<file path="src/rtl/riscv_decode_buffer.sv">
// riscv_decode_buffer: RV32I field split, format classification, immediate
// rebuild and illegal-encoding detection, followed by a 2-entry skid buffer.
// Outputs always come from the head register; in_ready depends only on the
// registered occupancy, so there is no combinational path from out_ready.
module riscv_decode_buffer #(
  parameter int XLEN          = 32,
  parameter bit ENABLE_FENCE  = 1'b1,
  parameter bit ENABLE_SYSTEM = 1'b1,
  parameter int ERR_CNT_W     = 16
) (
  input  logic                 clk,
  input  logic                 rst_n,
  input  logic                 flush,
  input  logic                 in_valid,
  output logic                 in_ready,
  input  logic [31:0]          in_inst,
  input  logic [XLEN-1:0]      in_pc,
  output logic                 out_valid,
  input  logic                 out_ready,
  output logic [XLEN-1:0]      out_pc,
  output logic [6:0]           out_opcode,
  output logic [4:0]           out_rd,
  output logic [4:0]           out_rs1,
  output logic [4:0]           out_rs2,
  output logic [2:0]           out_funct3,
  output logic [6:0]           out_funct7,
  output logic [XLEN-1:0]      out_imm,
  output logic [2:0]           out_fmt,
  output logic                 out_illegal,
  output logic [ERR_CNT_W-1:0] err_count
);

  // opcode encodings (opcodeType_e)
  localparam logic [6:0] OP_LUI   = 7'b0110111;
  localparam logic [6:0] OP_AUIPC = 7'b0010111;
  localparam logic [6:0] OP_JAL   = 7'b1101111;
  localparam logic [6:0] OP_JALR  = 7'b1100111;
  localparam logic [6:0] OP_BRCH  = 7'b1100011;
  localparam logic [6:0] OP_LOAD  = 7'b0000011;
  localparam logic [6:0] OP_STORE = 7'b0100011;
  localparam logic [6:0] OP_ALUI  = 7'b0010011;
  localparam logic [6:0] OP_ALU   = 7'b0110011;
  localparam logic [6:0] OP_FENCE = 7'b0001111;
  localparam logic [6:0] OP_ECBK  = 7'b1110011;

  localparam logic [2:0] FMT_R   = 3'd0;
  localparam logic [2:0] FMT_I   = 3'd1;
  localparam logic [2:0] FMT_S   = 3'd2;
  localparam logic [2:0] FMT_B   = 3'd3;
  localparam logic [2:0] FMT_U   = 3'd4;
  localparam logic [2:0] FMT_J   = 3'd5;
  localparam logic [2:0] FMT_BAD = 3'd7;

  localparam logic [6:0] F7_ZERO = 7'b0000000;
  localparam logic [6:0] F7_ALT  = 7'b0100000;

  typedef struct packed {
    logic [XLEN-1:0] pc;
    logic [6:0]      opcode;
    logic [4:0]      rd;
    logic [4:0]      rs1;
    logic [4:0]      rs2;
    logic [2:0]      funct3;
    logic [6:0]      funct7;
    logic [XLEN-1:0] imm;
    logic [2:0]      fmt;
    logic            illegal;
  } entry_t;

  logic [6:0]        w_op;
  logic [2:0]        w_f3;
  logic [6:0]        w_f7;
  logic [2:0]        w_fmt_raw;
  logic              w_bad;
  logic [2:0]        w_fmt;
  logic signed [31:0] w_imm32;
  entry_t            w_dec;
  logic              w_push;
  logic              w_pop;

  entry_t                r_ent0;
  entry_t                r_ent1;
  logic [1:0]            r_count;
  logic [ERR_CNT_W-1:0]  r_err;

  assign w_op = in_inst[6:0];
  assign w_f3 = in_inst[14:12];
  assign w_f7 = in_inst[31:25];

  // classify format by opcode and flag reserved/unsupported encodings
  always_comb begin
    w_fmt_raw = FMT_BAD;
    w_bad     = 1'b0;
    case (w_op)
      OP_ALU: begin
        w_fmt_raw = FMT_R;
        if (w_f7 != F7_ZERO && w_f7 != F7_ALT) w_bad = 1'b1;
        else if (w_f7 == F7_ALT && w_f3 != 3'b000 && w_f3 != 3'b101) w_bad = 1'b1;
      end
      OP_JALR: begin
        w_fmt_raw = FMT_I;
        if (w_f3 != 3'b000) w_bad = 1'b1;
      end
      OP_LOAD: begin
        w_fmt_raw = FMT_I;
        if (w_f3 == 3'b011 || w_f3 == 3'b110 || w_f3 == 3'b111) w_bad = 1'b1;
      end
      OP_ALUI: begin
        w_fmt_raw = FMT_I;
        if (w_f3 == 3'b001 && w_f7 != F7_ZERO) w_bad = 1'b1;
        if (w_f3 == 3'b101 && w_f7 != F7_ZERO && w_f7 != F7_ALT) w_bad = 1'b1;
      end
      OP_FENCE: begin
        w_fmt_raw = FMT_I;
        if (!ENABLE_FENCE) w_bad = 1'b1;
      end
      OP_ECBK: begin
        w_fmt_raw = FMT_I;
        // only ECALL (imm 0) and EBREAK (imm 1) with zero rd/rs1/funct3
        if (!ENABLE_SYSTEM || w_f3 != 3'b000 || in_inst[11:7] != 5'd0 ||
            in_inst[19:15] != 5'd0 || in_inst[31:21] != 11'd0) w_bad = 1'b1;
      end
      OP_STORE: begin
        w_fmt_raw = FMT_S;
        if (w_f3 > 3'b010) w_bad = 1'b1;
      end
      OP_BRCH: begin
        w_fmt_raw = FMT_B;
        if (w_f3 == 3'b010 || w_f3 == 3'b011) w_bad = 1'b1;
      end
      OP_LUI, OP_AUIPC: w_fmt_raw = FMT_U;
      OP_JAL:           w_fmt_raw = FMT_J;
      default:          w_bad = 1'b1;
    endcase
    if (in_inst[1:0] != 2'b11) w_bad = 1'b1;
  end

  assign w_fmt = w_bad ? FMT_BAD : w_fmt_raw;

  // rebuild the 32-bit immediate for the final format; R and BAD carry zero
  always_comb begin
    w_imm32 = '0;
    case (w_fmt)
      FMT_I: w_imm32 = {{20{in_inst[31]}}, in_inst[31:20]};
      FMT_S: w_imm32 = {{20{in_inst[31]}}, in_inst[31:25], in_inst[11:7]};
      FMT_B: w_imm32 = {{19{in_inst[31]}}, in_inst[31], in_inst[7],
                        in_inst[30:25], in_inst[11:8], 1'b0};
      FMT_U: w_imm32 = {in_inst[31:12], 12'b0};
      FMT_J: w_imm32 = {{11{in_inst[31]}}, in_inst[31], in_inst[19:12],
                        in_inst[20], in_inst[30:21], 1'b0};
      default: w_imm32 = '0;
    endcase
  end

  // assemble the decoded record that is written on an input handshake
  always_comb begin
    w_dec         = '0;
    w_dec.pc      = in_pc;
    w_dec.opcode  = w_op;
    w_dec.rd      = in_inst[11:7];
    w_dec.rs1     = in_inst[19:15];
    w_dec.rs2     = in_inst[24:20];
    w_dec.funct3  = w_f3;
    w_dec.funct7  = w_f7;
    w_dec.imm     = XLEN'(w_imm32);
    w_dec.fmt     = w_fmt;
    w_dec.illegal = w_bad;
  end

  assign in_ready  = ~r_count[1];
  assign out_valid = (r_count != 2'd0);
  assign w_push    = in_valid & in_ready;
  assign w_pop     = out_valid & out_ready;

  // two-entry buffer: head in r_ent0, second entry in r_ent1; flush wins
  always_ff @(posedge clk or negedge rst_n) begin
    if (!rst_n) begin
      r_count <= 2'd0;
      r_ent0  <= '0;
      r_ent1  <= '0;
    end else if (flush) begin
      r_count <= 2'd0;
    end else begin
      case ({w_push, w_pop})
        2'b10: begin
          if (r_count == 2'd0) r_ent0 <= w_dec;
          else                 r_ent1 <= w_dec;
          r_count <= r_count + 2'd1;
        end
        2'b01: begin
          r_ent0  <= r_ent1;
          r_count <= r_count - 2'd1;
        end
        // push and pop together only happens with one entry: replace the head
        2'b11: r_ent0 <= w_dec;
        default: ;
      endcase
    end
  end

  // saturating count of illegal entries delivered downstream (flush included)
  always_ff @(posedge clk or negedge rst_n) begin
    if (!rst_n) begin
      r_err <= '0;
    end else if (w_pop && r_ent0.illegal && r_err != {ERR_CNT_W{1'b1}}) begin
      r_err <= r_err + ERR_CNT_W'(1);
    end
  end

  assign out_pc      = r_ent0.pc;
  assign out_opcode  = r_ent0.opcode;
  assign out_rd      = r_ent0.rd;
  assign out_rs1     = r_ent0.rs1;
  assign out_rs2     = r_ent0.rs2;
  assign out_funct3  = r_ent0.funct3;
  assign out_funct7  = r_ent0.funct7;
  assign out_imm     = r_ent0.imm;
  assign out_fmt     = r_ent0.fmt;
  assign out_illegal = r_ent0.illegal;
  assign err_count   = r_err;

endmodule

</file>
<file path="config.mk">
export PLATFORM = sky130hd
export DESIGN_NAME = riscv_decode_buffer
export DESIGN_NICKNAME = d
export VERILOG_FILES = /design/src/rtl/riscv_decode_buffer.sv
export SDC_FILE = /design/constraint.sdc
export NUM_CORES = 1
export LEC_CHECK = 0
export CORE_MARGIN = 3
export CORE_UTILIZATION = 47
export DETAILED_ROUTE_END_ITERATION = 8
export PLACE_DENSITY = 0.76
export REMOVE_ABC_BUFFERS = 1
export SKIP_LAST_GASP = 1
export SLEW_MARGIN = 0
export SYNTH_ARGS = -nofsm -noshare
export SYNTH_HDL_FRONTEND = slang
export SYNTH_SLANG_ARGS = --single-unit
</file>
<file path="constraint.sdc">
create_clock -name clk -period 2.3 [get_ports clk]
set_clock_uncertainty 0.2 [all_clocks]
set_input_delay 0.46 -clock clk [delete_from_list [all_inputs] [get_ports clk]]
set_output_delay 0.46 -clock clk [all_outputs]
set_load 0.01 [all_outputs]
</file>
# == After elaboration in Yosys (flattened, before gate mapping) ==
# Cells that the tools add are included.
# word_totals
inputBits,69
output_inout_bits,118
wordCells,108
register_bits,218
# op_classes
n_reduce_logical,28
eq_ne,31
n_addsub,3
magnitude_cmp,1
n_bitwise,5
n_mux,18
# op_table
cell,count
one-hot mux 100 bit (3 select lines),1
one-hot mux 32 bit (5 select lines),1
2-to-1 mux 100 bit,1
equality test 7 x 6 -> 1 bit (second input constant),4
equality test 7 bit (second input constant),4
one-hot mux 3 bit (6 select lines),1
adder 16 x 1 -> 16 bit (second input constant),1
inequality test 16 bit (second input constant),1
equality test 3 bit (second input constant),5
equality test 7 x 5 -> 1 bit (second input constant),2
equality test 3 x 2 -> 1 bit (second input constant),4
nonzero test 11 bit,1
2-to-1 mux 1 bit,10
nonzero test 5 bit,2
nonzero test 3 bit,3
logical AND 1 bit,8
one-hot mux 1 bit (8 select lines),1
equality test 7 x 2 -> 1 bit (second input constant),1
equality test 7 x 4 -> 1 bit (second input constant),1
inequality test 7 x 6 -> 1 bit (second input constant),1
nonzero test 7 bit,1
equality test 3 x 1 -> 1 bit (second input constant),2
logical OR 1 bit,6
AND reduction 3 bit,2
17 further kinds,22

# == Logic depth before layout (Yosys ltp) ==
# depth
word_depth,12
mapped_depth,10
depth_no_buf,7

# == Worst setup path before layout ==
# No wires, ideal clock.
# synth_path
path_type,input to register
startpoint,input in_inst[14]
endpoint,register r_ent1[17] (netlist name)
arrival_ns,2.439
stages,9
path_slack_ns,-0.420
setup_ns,0.081
cell_sequence,buf_2 nor3_1 nand3_1 o2111ai_2 o311ai_2 or4_4 or2_1 buf_6 a31oi_2
# synth_between
elab_chain_cells,10
# synth_rtl
item,line_no,rtl
from (decl),16,"input logic [31:0] in_inst,"
nonzero test 3 bit,"98, 102, 120",
logical AND 1 bit or logical OR 1 bit (tied branches) (2 in a row),"98, 120",
2-to-1 mux 1 bit or logical OR 1 bit (tied branches),"98, 121",
2-to-1 mux 1 bit (on tied branches),"97, 120",
one-hot mux 1 bit (8 select lines) (*),94,case (w_op)
2-to-1 mux 1 bit (*),135,if (in_inst[1:0] != 2'b11) w_bad = 1'b1;
2-to-1 mux 3 bit (*),138,assign w_fmt = w_bad ? FMT_BAD : w_fmt_raw;
equality test 3 bit (tied with other cells),143,case (w_fmt)
one-hot mux 32 bit (5 select lines) (*),143,
to (signal assigned),187,else r_ent1 <= w_dec;
to (decl),82,entry_t r_ent1;
# Every way passes the cells marked *; elsewhere a longest branch is shown, timed or not.
# A chain may end at the register's enable or synchronous reset.

# == Worst setup path after layout ==
# layout_path
startpoint,input in_inst[30]
endpoint,"register r_ent0, in the netlist out_imm[14]"
# layout_between
elab_chain_cells,12
# layout_rtl
item,line_no,rtl
equality test 7 x 6 -> 1 bit,98,else if (w_f7 == F7_ALT && w_f3 != 3'b000 && w_f3 != 3'b101) w_bad = 1'b1;
logical AND 1 bit (2 in a row),98,
2-to-1 mux 1 bit,98,
2-to-1 mux 1 bit,97,if (w_f7 != F7_ZERO && w_f7 != F7_ALT) w_bad = 1'b1;
one-hot mux 1 bit (8 select lines) (*),94,
2-to-1 mux 1 bit (*),135,
2-to-1 mux 3 bit (*),138,
equality test 3 bit (tied with other cells),143,
one-hot mux 32 bit (5 select lines) (*),143,
2-to-1 mux 100 bit,186,if (r_count == 2'd0) r_ent0 <= w_dec;
one-hot mux 100 bit (3 select lines) (*),184,"case ({w_push, w_pop})"
to (signal assigned),186,
to (signal assigned),191,r_ent0 <= r_ent1;
to (signal assigned),195,2'b11: r_ent0 <= w_dec;
to (decl),81,entry_t r_ent0;
# Every way passes the cells marked *; elsewhere a longest branch is shown, timed or not. The select of a mux whose other input is x is not followed.

==> metrics.csv <==
stage,metric,value,unit
logic_synthesis,"FFs w/ async S/R, synth",100,%
placement,Buffers on Ports,186,
global_routing,initial antenna violation count,0,
sta,# setup viols final,20,
placement,dpl hpwl,19.2,mm
logic_synthesis,Mapped Cells,1114,
critical_path,"delay-heaviest family, CP",compound AO/OA/AOI/OAI gates,
drt,post-DR vias/cell,5.41,
final_layout,design area,13900,µm²
final_layout,fraction of layout cells with a size suffix above 1,17.9,%
logic_synthesis,cell taking the most area after synthesis,dfrtp_1,
global_routing,vias in the first global route,8848,
clocking,CTS buffer count,24,
final_layout,nets,1445,
clocking,"Clk Latency, worst-skew pair",0.51,ns
sta,minimum clock period,2.36,ns
floorplanning,die extent in y,150,µm
worst_hold_path,worst hold path type,in2reg,
critical_path,slowest library cell on the worst path,or4_4,
clocking,clock slew at reported path FFs,0.06,ns
global_routing,largest net degree at the start of global routing,61,
pwr,PD cells,851,nW/µm²
global_routing,first-pass GRT wire length,45.4,mm
logic_synthesis,post-synthesis sequential area ratio,55.7,%
placement,Setup WS pre-CTS,-1.16,ns
sta,Worst Tran Pin Value,0.513,ns
logic_synthesis,main area contributors after synthesis,"dfrtp_1 56%, nand2_1 14%, nor2_1 5.0%",
drt,First DRT Iteration DRCs,675,
drt,remaining antenna violation count,0,
drt,DRT Pass-1 Iters,5,
final_layout,area delta synth->final,42.0,%
logic_synthesis,Synth cell types,59,
run,Max-Cap Viols,0,
critical_path,"Arr. time, crit path",2.57,ns
placement,Post-DP Area,12800,µm²
outcome,failing checks,negative setup slack,
sta,setup TNS,-0.532,ns
logic_synthesis,Synth Cell Area,9800,µm²
drt,Vias,9004,
sta,fmax,424,MHz
final_layout,"commonest non-fill, non-tap cells in the layout","372 x nand2_1, 217 x dfrtp_1, 152 x clkdlybuf4s50_1",
logic_synthesis,Synth Warn #,0,
logic_synthesis,mean area per synthesized cell,8.80,µm²
clocking,H-tree depth,1,
clocking,CTS Buffer Depth,3,
logic_synthesis,"EDFF count, synth",0,
drt,DRC,0,
final_layout,post-layout util,68.3,%
logic_synthesis,share of the synthesized area in the top cell type,55.7,%
floorplanning,Die Wd,150,µm
drt,Post-Route WL,28.4,mm
floorplanning,num rows,52,
drt,detailed-route wire length per cell,17.0,µm
placement,Placed Instances,1608,
floorplanning,Initial Util,48.1,%
clocking,Sinks on Clock Net,218,
sta,crit share post-route,103,%
critical_path,CP bufs+invs,2,
clocking,CTS tree,done,
pwr,total leakage power,0.00623,µW
critical_path,worst path cell trace,dlygate4sd2_1 -> nor3_1 -> buf_4 -> nand3_4 -> o2111ai_2 -> o311ai_2 -> or4_4 -> o21a_4 -> a211oi_2,
global_routing,total track usage,24.5,%
logic_synthesis,ys flop type,dfrtp_1,
sta,final worst setup slack,-0.0587,ns
sta,RSZ-0062 raised after global routing,yes,
clocking,CTS root buffer,clkbuf_16,
sta,count of final hold-check violations,0,
critical_path,Worst EP required,2.51,ns
floorplanning,Core ar.,20400,µm²
critical_path,Setup crit end kind,flop,
critical_path,critical path's largest stage delay,0.56,ns
floorplanning,Boundary Pins,187,
global_routing,grt total ovfl,0,
sta,max-slew violations,0,
logic_synthesis,Seq cells post-synth,218,
floorplanning,DIE AREA,22600,µm²
critical_path,Startpoint Class,input port,
sta,slew margin rel.,65.8,%
critical_path,"Max FO, Critical Path",8,
final_layout,"most common cell after layout, fill and taps aside",nand2_1,
pwr,maximum vdd drop,0.000493,V
final_layout,Final Non-Filler Cells,1664,
placement,GPL Wtd Cong,0.861,
critical_path,"Worst Path Class, Setup",in2reg,
outcome,status,finished with violations,
==> state kept, by name, indices dropped and copies added, names as in the netlist <==
register / cells
r_ent1: 100
out_imm: 32
out_pc: 32
err_count: 16
out_funct7: 7
out_opcode: 7
out_rd: 5
out_rs1: 5
out_rs2: 5
out_fmt: 3
out_funct3: 3
r_count: 2
out_illegal: 1
==> stage by stage <==
| step | hold WS, ns | total power (µW) |
|---|---|---|
| CTS | 0.0196 | 11900 |
| detailed placement | 0.238 | 7810 |
| global route | 0.0462 | 12400 |
| global placement | 0.241 | 7700 |
| floorplan | -0.0356 | 6280 |
| finish | 0.0484 | 11800 |
==> tightest hold or removal path: cells and delay by family <==
family	cells	cell delay (ns)
simple gates	1	0.05
compound gates	1	0.08
buf+inv	1	0.11
==> power by group <==
part           leakage, µW  total [µW]  switching [µW]  internal [µW]
Sequential         0.00265        5150             514           4640
Clock             0.000416        4000            1520           2480
Combinational      0.00316        2690            1280           1410
==> layer usage <==
metal,share of wire [%],GRT usage (%),vias to the layer above
li1,-,-,4261
met2,48,40.7,312
met1,44,34.1,4385
met3,6.1,3.46,46
met4,1.9,6.45,0
met5,0,0,-
==> Yosys cell counts (5+ instances only) <==
cell type and n:
a211oi_1 11, a211oi_2 8, a21oi_1 37, a31oi_1 77
a31oi_2 8, and3_1 5, buf_2 6, clkbuf_1 71
dfrtp_1 218, nand2_1 372, nand2b_1 5, nand3_1 28
nand4_1 8, nor2_1 131, nor2b_1 5, nor3_1 25
o21ai_0 18, xnor2_1 11, xor2_1 5
==> path summary, 6_finish.rpt <==
check | startpoint | end | slack, ns | depth (start not counted)
setup / recovery | in_inst[30] | out_imm[14] | -0.06 | 9
setup reg to reg | r_count[0] | out_imm[29] | 0.08 | 6
max in group asynchronous | rst_n | err_count[0] | 1.00 | 3
hold reg to reg | r_ent1[82] | r_ent1[82] | 0.27 | 2
min in group asynchronous | rst_n | out_pc[15] | 0.29 | 2
hold / removal | in_inst[17] | out_rs1[2] | 0.05 | 3
==> cell type report <==
class / count / area, µm²
multi-input combinational: 811 / 4260
tap: 270 / 338
timing repair buffer: 316 / 3010
fill: 1592 / 6450
sequential: 218 / 5460
antenna: 1 / 2.50
clock buffer: 35 / 713
inverter: 4 / 15.0
clock inverter: 9 / 120
==> timing repair <==
| action | CTS | global route |
|---|---|---|
| resized for setup | 91 | 53 |
| pin swaps | 31 | 35 |
| gates cloned | 1 | 0 |
| setup endpoints to repair | 72 | 62 |
| setup buffers | 6 | 3 |
| hold endpoints to repair | 53 | 1 |
| hold buffers | 1 | 1 |
==> logic make-up (layout without fill, tap and decap cells) <==
kind of cell / after synthesis / count (layout) / synth area share [%]
fa+ha+maj: 1 / 1 / 0.128
xor+xnor: 16 / 16 / 1.43
buf+inv: 85 / 364 / 3.45
flops: 218 / 218 / 55.7
simple gates: 603 / 603 / 25.6
mux: 6 / 6 / 0.638
compound gates: 185 / 185 / 13.1
other cells: 0 / 1 / 0
No activity file was read; power rests on OpenSTA's default activity.
